`src/rtl/regfile_pkg.sv`:
```
// Shared processor constants and types for the register file and the datapath around it.
package regfile_pkg;

    localparam int DATA_W   = 32;
    localparam int ADDR_W   = 5;
    localparam int NUM_REGS = 32;

    typedef logic [DATA_W-1:0] word_t;
    typedef logic [ADDR_W-1:0] reg_idx_t;

    localparam reg_idx_t REG_ZERO = 5'd0;
    localparam reg_idx_t REG_SP   = 5'd29;
    localparam reg_idx_t REG_RA   = 5'd31;

    // A write only lands when enabled and not aimed at the hardwired zero register.
    function automatic logic is_commit(input logic we, input reg_idx_t idx);
        return we && (idx != REG_ZERO);
    endfunction

endpackage

```
`src/rtl/regfile_if.sv`:
```
// Register-file port bundle: two read ports, one write port, a debug read port and write statistics.
interface regfile_if;
    import regfile_pkg::*;

    logic     reg_write;
    reg_idx_t read_reg1;
    reg_idx_t read_reg2;
    reg_idx_t write_reg;
    word_t    write_data;
    word_t    read_data1;
    word_t    read_data2;
    reg_idx_t dbg_sel;
    word_t    dbg_data;
    word_t    wr_count;
    reg_idx_t last_wr_reg;

    modport master (
        output reg_write, read_reg1, read_reg2, write_reg, write_data, dbg_sel,
        input  read_data1, read_data2, dbg_data, wr_count, last_wr_reg
    );

    modport slave (
        input  reg_write, read_reg1, read_reg2, write_reg, write_data, dbg_sel,
        output read_data1, read_data2, dbg_data, wr_count, last_wr_reg
    );
endinterface

```
`src/rtl/regfile.sv`:
```
// 32x32 MIPS-style register file: $0 hardwired to zero, combinational reads without write bypass,
// asynchronous reset loading $sp with SP_RESET, plus a committed-write counter and last-target register.
module regfile
    import regfile_pkg::*;
#(
    parameter word_t SP_RESET = 32'h0000_03FC
) (
    input  logic      clk,
    input  logic      rst,
    regfile_if.slave  rf
);

    word_t    regs [NUM_REGS];
    logic     commit;
    word_t    wr_count_reg;
    word_t    wr_count_next;
    reg_idx_t last_wr_idx_reg;

    assign commit = is_commit(rf.reg_write, rf.write_reg);

    genvar gi;
    generate
        for (gi = 0; gi < NUM_REGS; gi++) begin : g_reg
            if (gi == REG_ZERO) begin : g_zero
                assign regs[gi] = '0;
            end else begin : g_flop
                localparam word_t RESET_VAL = (gi == REG_SP) ? SP_RESET : '0;
                word_t q_reg;

                always_ff @(posedge clk or posedge rst) begin
                    if (rst) begin
                        q_reg <= RESET_VAL;
                    end else if (commit && (rf.write_reg == reg_idx_t'(gi))) begin
                        q_reg <= rf.write_data;
                    end
                end

                assign regs[gi] = q_reg;
            end
        end
    endgenerate

    // Wraps naturally at 2^32.
    assign wr_count_next = wr_count_reg + word_t'(1);

    always_ff @(posedge clk or posedge rst) begin
        if (rst) begin
            wr_count_reg    <= '0;
            last_wr_idx_reg <= REG_ZERO;
        end else if (commit) begin
            wr_count_reg    <= wr_count_next;
            last_wr_idx_reg <= rf.write_reg;
        end
    end

    // Reads show the pre-edge contents; a same-cycle write is visible only after the edge.
    assign rf.read_data1  = regs[rf.read_reg1];
    assign rf.read_data2  = regs[rf.read_reg2];
    assign rf.dbg_data    = regs[rf.dbg_sel];
    assign rf.wr_count    = wr_count_reg;
    assign rf.last_wr_reg = last_wr_idx_reg;

endmodule

```
`src/flat_wrapper.sv`:
```
// flat-port wrapper written by rule: the top's interface ports become plain ports
module regfile_flat import regfile_pkg::*;
#(
    parameter word_t SP_RESET = 32'h0000_03FC
)
  (clk, rst, rf_reg_write, rf_read_reg1, rf_read_reg2, rf_write_reg, rf_write_data, rf_dbg_sel, rf_read_data1, rf_read_data2, rf_dbg_data, rf_wr_count, rf_last_wr_reg);
  regfile_if rf_i ();
  input  logic clk;
  input  logic rst;
  input wire logic [$bits(rf_i.reg_write)-1:0] rf_reg_write;
  input wire logic [$bits(rf_i.read_reg1)-1:0] rf_read_reg1;
  input wire logic [$bits(rf_i.read_reg2)-1:0] rf_read_reg2;
  input wire logic [$bits(rf_i.write_reg)-1:0] rf_write_reg;
  input wire logic [$bits(rf_i.write_data)-1:0] rf_write_data;
  input wire logic [$bits(rf_i.dbg_sel)-1:0] rf_dbg_sel;
  output wire logic [$bits(rf_i.read_data1)-1:0] rf_read_data1;
  output wire logic [$bits(rf_i.read_data2)-1:0] rf_read_data2;
  output wire logic [$bits(rf_i.dbg_data)-1:0] rf_dbg_data;
  output wire logic [$bits(rf_i.wr_count)-1:0] rf_wr_count;
  output wire logic [$bits(rf_i.last_wr_reg)-1:0] rf_last_wr_reg;
  assign rf_i.reg_write = rf_reg_write;
  assign rf_i.read_reg1 = rf_read_reg1;
  assign rf_i.read_reg2 = rf_read_reg2;
  assign rf_i.write_reg = rf_write_reg;
  assign rf_i.write_data = rf_write_data;
  assign rf_i.dbg_sel = rf_dbg_sel;
  assign rf_read_data1 = rf_i.read_data1;
  assign rf_read_data2 = rf_i.read_data2;
  assign rf_dbg_data = rf_i.dbg_data;
  assign rf_wr_count = rf_i.wr_count;
  assign rf_last_wr_reg = rf_i.last_wr_reg;
  regfile #(.SP_RESET(SP_RESET)) u_core (.clk(clk), .rst(rst), .rf(rf_i));
endmodule
```
`config.mk`:
```
export PLATFORM = sky130hd
export DESIGN_NAME = regfile_flat
export DESIGN_NICKNAME = d
export VERILOG_FILES = /design/src/rtl/regfile_pkg.sv /design/src/rtl/regfile_if.sv /design/src/rtl/regfile.sv /design/src/flat_wrapper.sv
export SDC_FILE = /design/constraint.sdc
export NUM_CORES = 2
export LEC_CHECK = 0
export CAP_MARGIN = 25
export CELL_PAD_IN_SITES_DETAIL_PLACEMENT = 0
export CELL_PAD_IN_SITES_GLOBAL_PLACEMENT = 2
export CORE_UTILIZATION = 46
export DETAILED_ROUTE_END_ITERATION = 10
export PLACE_DENSITY = 0.83
export SETUP_SLACK_MARGIN = 0.4
export SYNTH_ARGS = -nofsm -noshare
export SYNTH_HDL_FRONTEND = slang
export SYNTH_SLANG_ARGS = --single-unit
```
`constraint.sdc`:
```
create_clock -name clk -period 43.5 [get_ports clk]
set_input_delay 8.7 -clock clk [delete_from_list [all_inputs] [get_ports clk]]
set_output_delay 8.7 -clock clk [all_outputs]
set_load 0.005 [all_outputs]
```
; Word level (Yosys, flattened, before mapping)
; Index checks and enable logic that the tools add are counted.
[totals]
reg_bits = 1029
latch_bits = 0
ramBits = 0
mem_bits_ro = 0
in_bits = 55
output_inout_bits = 133
elab_cells = 113
mem_count = 0
[op_classes]
addsub = 1
mul = 0
div_mod_pow = 0
n_lt_le_gt_ge = 3
eq_ne = 31
shift = 0
muxes = 9
bitwise_logic = 3
n_reduce_logical = 33
[ops]
columns = op, n
row1 = $bmux W32 S5, 3
row2 = $mux W32, 6
row3 = $eq A5 B5 Y1 const B, 16
row4 = $eq A5 B4 Y1 const B, 8
row5 = $add A32 B1 Y32 const B, 1
row6 = $logic_and A1 B1 Y1, 32
row7 = $eq A5 B3 Y1 const B, 4
row8 = $ge A6 B6 Y1 const B, 3
row9 = $not A5 Y6, 3
row10 = $eq A5 B2 Y1 const B, 2
row11 = $eq A5 B1 Y1 const B, 1
row12 = $reduce_bool A5 Y1, 1

; Depth between registers and ports, before layout
[depth]
word_depth = 4
depth_mapped = 9
ltp_nobuf = 5

; Least setup slack after synthesis
; Ideal clock, no wire load.
[synth_timing]
kind = input-to-output
from = input rf_dbg_sel[0]
to = output rf_dbg_data[14]
t_arrival_ns = 10.126
required_ns = 34.800
slack_ns = 24.674
stages = 8
cell_sequence = buf_4 buf_6 buf_2 mux4_2 mux2i_1 nand2_1 nand2_1 o21ai_1
[synth_between]
elab_chain_cells = 4
[synth_rtl]
columns = element, line
row1 = from (decl), flat_wrapper.sv:15  ; input wire logic [$bits(rf_i.dbg_sel)-1:0] rf_dbg_sel;
row2 = $not A5 Y6 (implied by the code), regfile.sv:59  ; assign rf.dbg_data = regs[rf.dbg_sel];
row3 = $bmux W32 S5, regfile.sv:59
row4 = $mux W32 (implied by the code) (2 in a row), regfile.sv:59
row5 = to (decl), flat_wrapper.sv:18  ; output wire logic [$bits(rf_i.dbg_data)-1:0] rf_dbg_data;
; Every way passes these cells. The select of a mux whose other input is x is not followed.

; Worst setup path after layout
[layout_timing]
from = input rf_read_reg1[0]
to = output rf_read_data1[16]
[layout_between]
elab_chain_cells = 4
[layout_rtl]
columns = element, line
row1 = from (decl), flat_wrapper.sv:11  ; input wire logic [$bits(rf_i.read_reg1)-1:0] rf_read_reg1;
row2 = $not A5 Y6 (implied by the code), regfile.sv:57  ; assign rf.read_data1 = regs[rf.read_reg1];
row3 = $bmux W32 S5, regfile.sv:57
row4 = $mux W32 (implied by the code) (2 in a row), regfile.sv:57
row5 = to (decl), flat_wrapper.sv:16  ; output wire logic [$bits(rf_i.read_data1)-1:0] rf_read_data1;
; Every way passes these cells. The select of a mux whose other input is x is not followed.

==> impl_metrics.toml <==
[placement]
io_buffer_count = 187
dp_worst_setup_slack_ns = 21.11
dp_cells = 6090
dp.final_hpwl_um = 119400
finalWeightedCongestion = 0.8268

[yosys]
synth_top_area_share_pct = 40.64
ys_seq_elements = 1029
syn_area_per_cell_sq_um = 13.89
yosysWarnings = 0
synth_fp_nets = 4582
synth_top_cells_by_area = "dfrtp_1 (41%), mux4_2 (21%), mux2_2 (20%), mux2i_1 (3.6%), a22o_1 (2.7%)"
syn_inst = 4526
synth_ff_type = "dfrtp_1"
synth-async-reset-ratio_pct = 100.0
synth_edf_count = 0
ys_types = 45
synth_area_sq_um = 62870
yosysSeqAreaShare_pct = 40.97
synth_area_leader_cell = "dfrtp_1"

[global_routing]
grt_pass1_vias = 44230
antenna_found_initial = 5
grt_use_total_pct = 31.23
grt_start_max_net_pins = 125
grt_pass1_wl_um = 312500
grt_overflow = 0

[die]
core_sq_um = 135500
die_h_um = 371.7
initial_core_util_pct = 46.41
die_area_sq_um = 138200
io_pins = 188
fp.dieW_um = 371.7
rows = 135

[power_and_ir_drop]
seq_power_share_pct = 41.9
comb_power_share_pct = 24.4
peakVddDrop_mv = 0.03890
p_clk_share_pct = 33.7
p_int_mw = 2.236
swShare_pct = 28.91
pwr_density_cell_nw_per_um2 = 44.60
p_leak_nw = 29.62
switchingPower_uw = 909.3
finalPower_mw = 3.146

[clock_tree]
ctsResizeCount = 0
cts_root_buffer = "clkbuf_16"
ctsHtreeMaxLevel = 3
cts.reportedPaths.clkPinSlew_ns = 0.06
clockBufferDepth = 3
numClockSinks = 1029
clkLatencyLatePin_ns = 0.73
cts_hold_buf = 0
cts_tree = "done"
cts_setup_buffers = 0
cts_made_buffers = 120

[timing]
setup_viol = 0
clock_skew_ns = 0.005812
fin_crit_ns = 22.02
rsz0062_at_grt = "false"
tightest_slew_ns = 1.168
fin_hold_ws_ns = 0.4781
fin_tns_setup_ns = 0
max_freq_mhz = 45.41
fin_crit_sh_pct = 50.62
relSlewSlack_pct = 21.95
hold_viol = 0
maxSlewViolCount = 0
postLayoutSetupSlackWorst_ns = 21.48

[routing]
wl_per_cell_um = 33.95
routed_wl_um = 215000
dr.pass1.iters = 5
ant_nets = 0
first_iter_violations = 4668
num_vias = 43620
via_per_inst = 6.891
route.detailed.drc = 0

[final_layout]
area_growth_syn_to_layout_pct = 12.19
nNetsFinal = 4508
final_cells = 6331
final_cell_mix = "mux2_2 (1111), dfrtp_1 (1021), mux4_2 (576)"
drive_above_1_share_pct = 45.99
final_common_cell = "mux2_2"
largest_reg_flops = 992

[worst_setup_path]
cp_max_fo = 62
endpoint_kind = "output pin"
worstSetupPathType = "in2out"
worstSetupStartpointType = "input port"
reg2reg_setup_slack_ns = 41.49
worstPathRequired_ns = 34.80
critPathArrivalTime_ns = 13.32

[run_status]
status = "completed"

[hold_path]
worstHoldPathType = "reg2reg"

[job]
maxCapViolCount = 0
==> synth_stat cells, types with 2 or more instances <==
library cell  count
nor2_1           54
buf_6            22
and2_1            5
o31ai_1          32
mux2i_1         224
buf_4            38
o221ai_1         64
inv_1             4
o22ai_1          32
xor2_1            5
nand4_1           9
mux2_1           42
nand2b_1          3
a21oi_1          65
nand4_2           2
nor2b_1          14
clkbuf_1        248
dfrtp_1        1021
nand3_1          15
a22oi_1          95
mux4_2          576
and3_1            3
buf_2           177
a22o_1          192
buf_1            24
o21ai_1         174
nand2_1         200
xnor2_1          26
dfstp_2           8
mux2_2         1111
o21ai_0          18
nor3_1            6
nor3b_2           2
nor3_4            2
nand4b_1          3
==> area by class of cell <==
cell class | count | area, sq um
antenna | 1 | 2.502
clock buffer | 184 | 3616
clock inverter | 35 | 520.5
fill | 11440 | 64940
inverter | 4 | 22.52
multi-input combinational | 2984 | 34980
sequential | 1029 | 25760
tap | 1781 | 2228
timing repair buffer | 313 | 3400
==> critical path: stages <==
cell	delay, ns
buf_8	0.43
buf_4	0.79
buf_4	0.68
buf_4	0.75
mux4_2	0.60
mux2i_1	0.18
nand2_1	0.08
o31ai_1	0.14
o21ai_1	0.24
clkdlybuf4s50_1	0.54
==> logic make-up after synthesis <==
| kind of cell | Yosys count | synth area share [%] |
|---|---|---|
| adders and majority gates | 1 | 0.01990 |
| and+or+nand+nor | 325 | 2.303 |
| AOI/OAI and AO/OA | 674 | 7.515 |
| buffers and inverters | 513 | 3.905 |
| muxes | 1953 | 44.85 |
| xor gates and xnor gates | 31 | 0.4319 |
| DFF | 1029 | 40.97 |
==> metal layers <==
| layer | up-vias | part of all wire (%) | GRT usage (%) |
|---|---|---|---|
| met5 | - | 0.014 | 0 |
| met4 | 4 | 4.0 | 12.51 |
| met3 | 468 | 8.9 | 6.541 |
| met2 | 2213 | 46 | 48.05 |
| met1 | 23330 | 41 | 43.23 |
| li1 | 17610 | - | - |
==> path summary, 6_finish.rpt <==
kind,to,from,depth (start not counted)
setup / recovery,rf_read_data1[16],rf_read_reg1[0],10
hold / removal,u_core.rf.wr_count[31],u_core.rf.wr_count[31],1
setup reg to reg,u_core.rf.wr_count[30],u_core.rf.wr_count[3],5
hold reg to reg,u_core.rf.wr_count[31],u_core.rf.wr_count[31],1
max in group asynchronous,u_core.g_reg[9].g_flop.q_reg[19],rst,5
min in group asynchronous,u_core.rf.wr_count[16],rst,2
==> power groups by stage <==
stage | combinational, mW | sequential, mW | clock [mW]
3_5_place_dp | 0.758 | 1.33 | 0
4_1_cts | 0.761 | 1.31 | 1.08
5_1_grt | 0.817 | 1.35 | 1.11
3_3_place_gp | 0.745 | 1.31 | 0
6_report | 0.768 | 1.32 | 1.06
2_1_floorplan | 0.580 | 1.28 | 0
==> through the flow <==
stage | cell area, sq um | util, %
6_report | 70530 | 52.06
5_1_grt | 70530 | 52.06
4_1_cts | 70020 | 51.69
3_5_place_dp | 65890 | 48.64
3_3_place_gp | 65630 | 48.44
2_1_floorplan | 62870 | -
(Power assumes the default switching activity.)
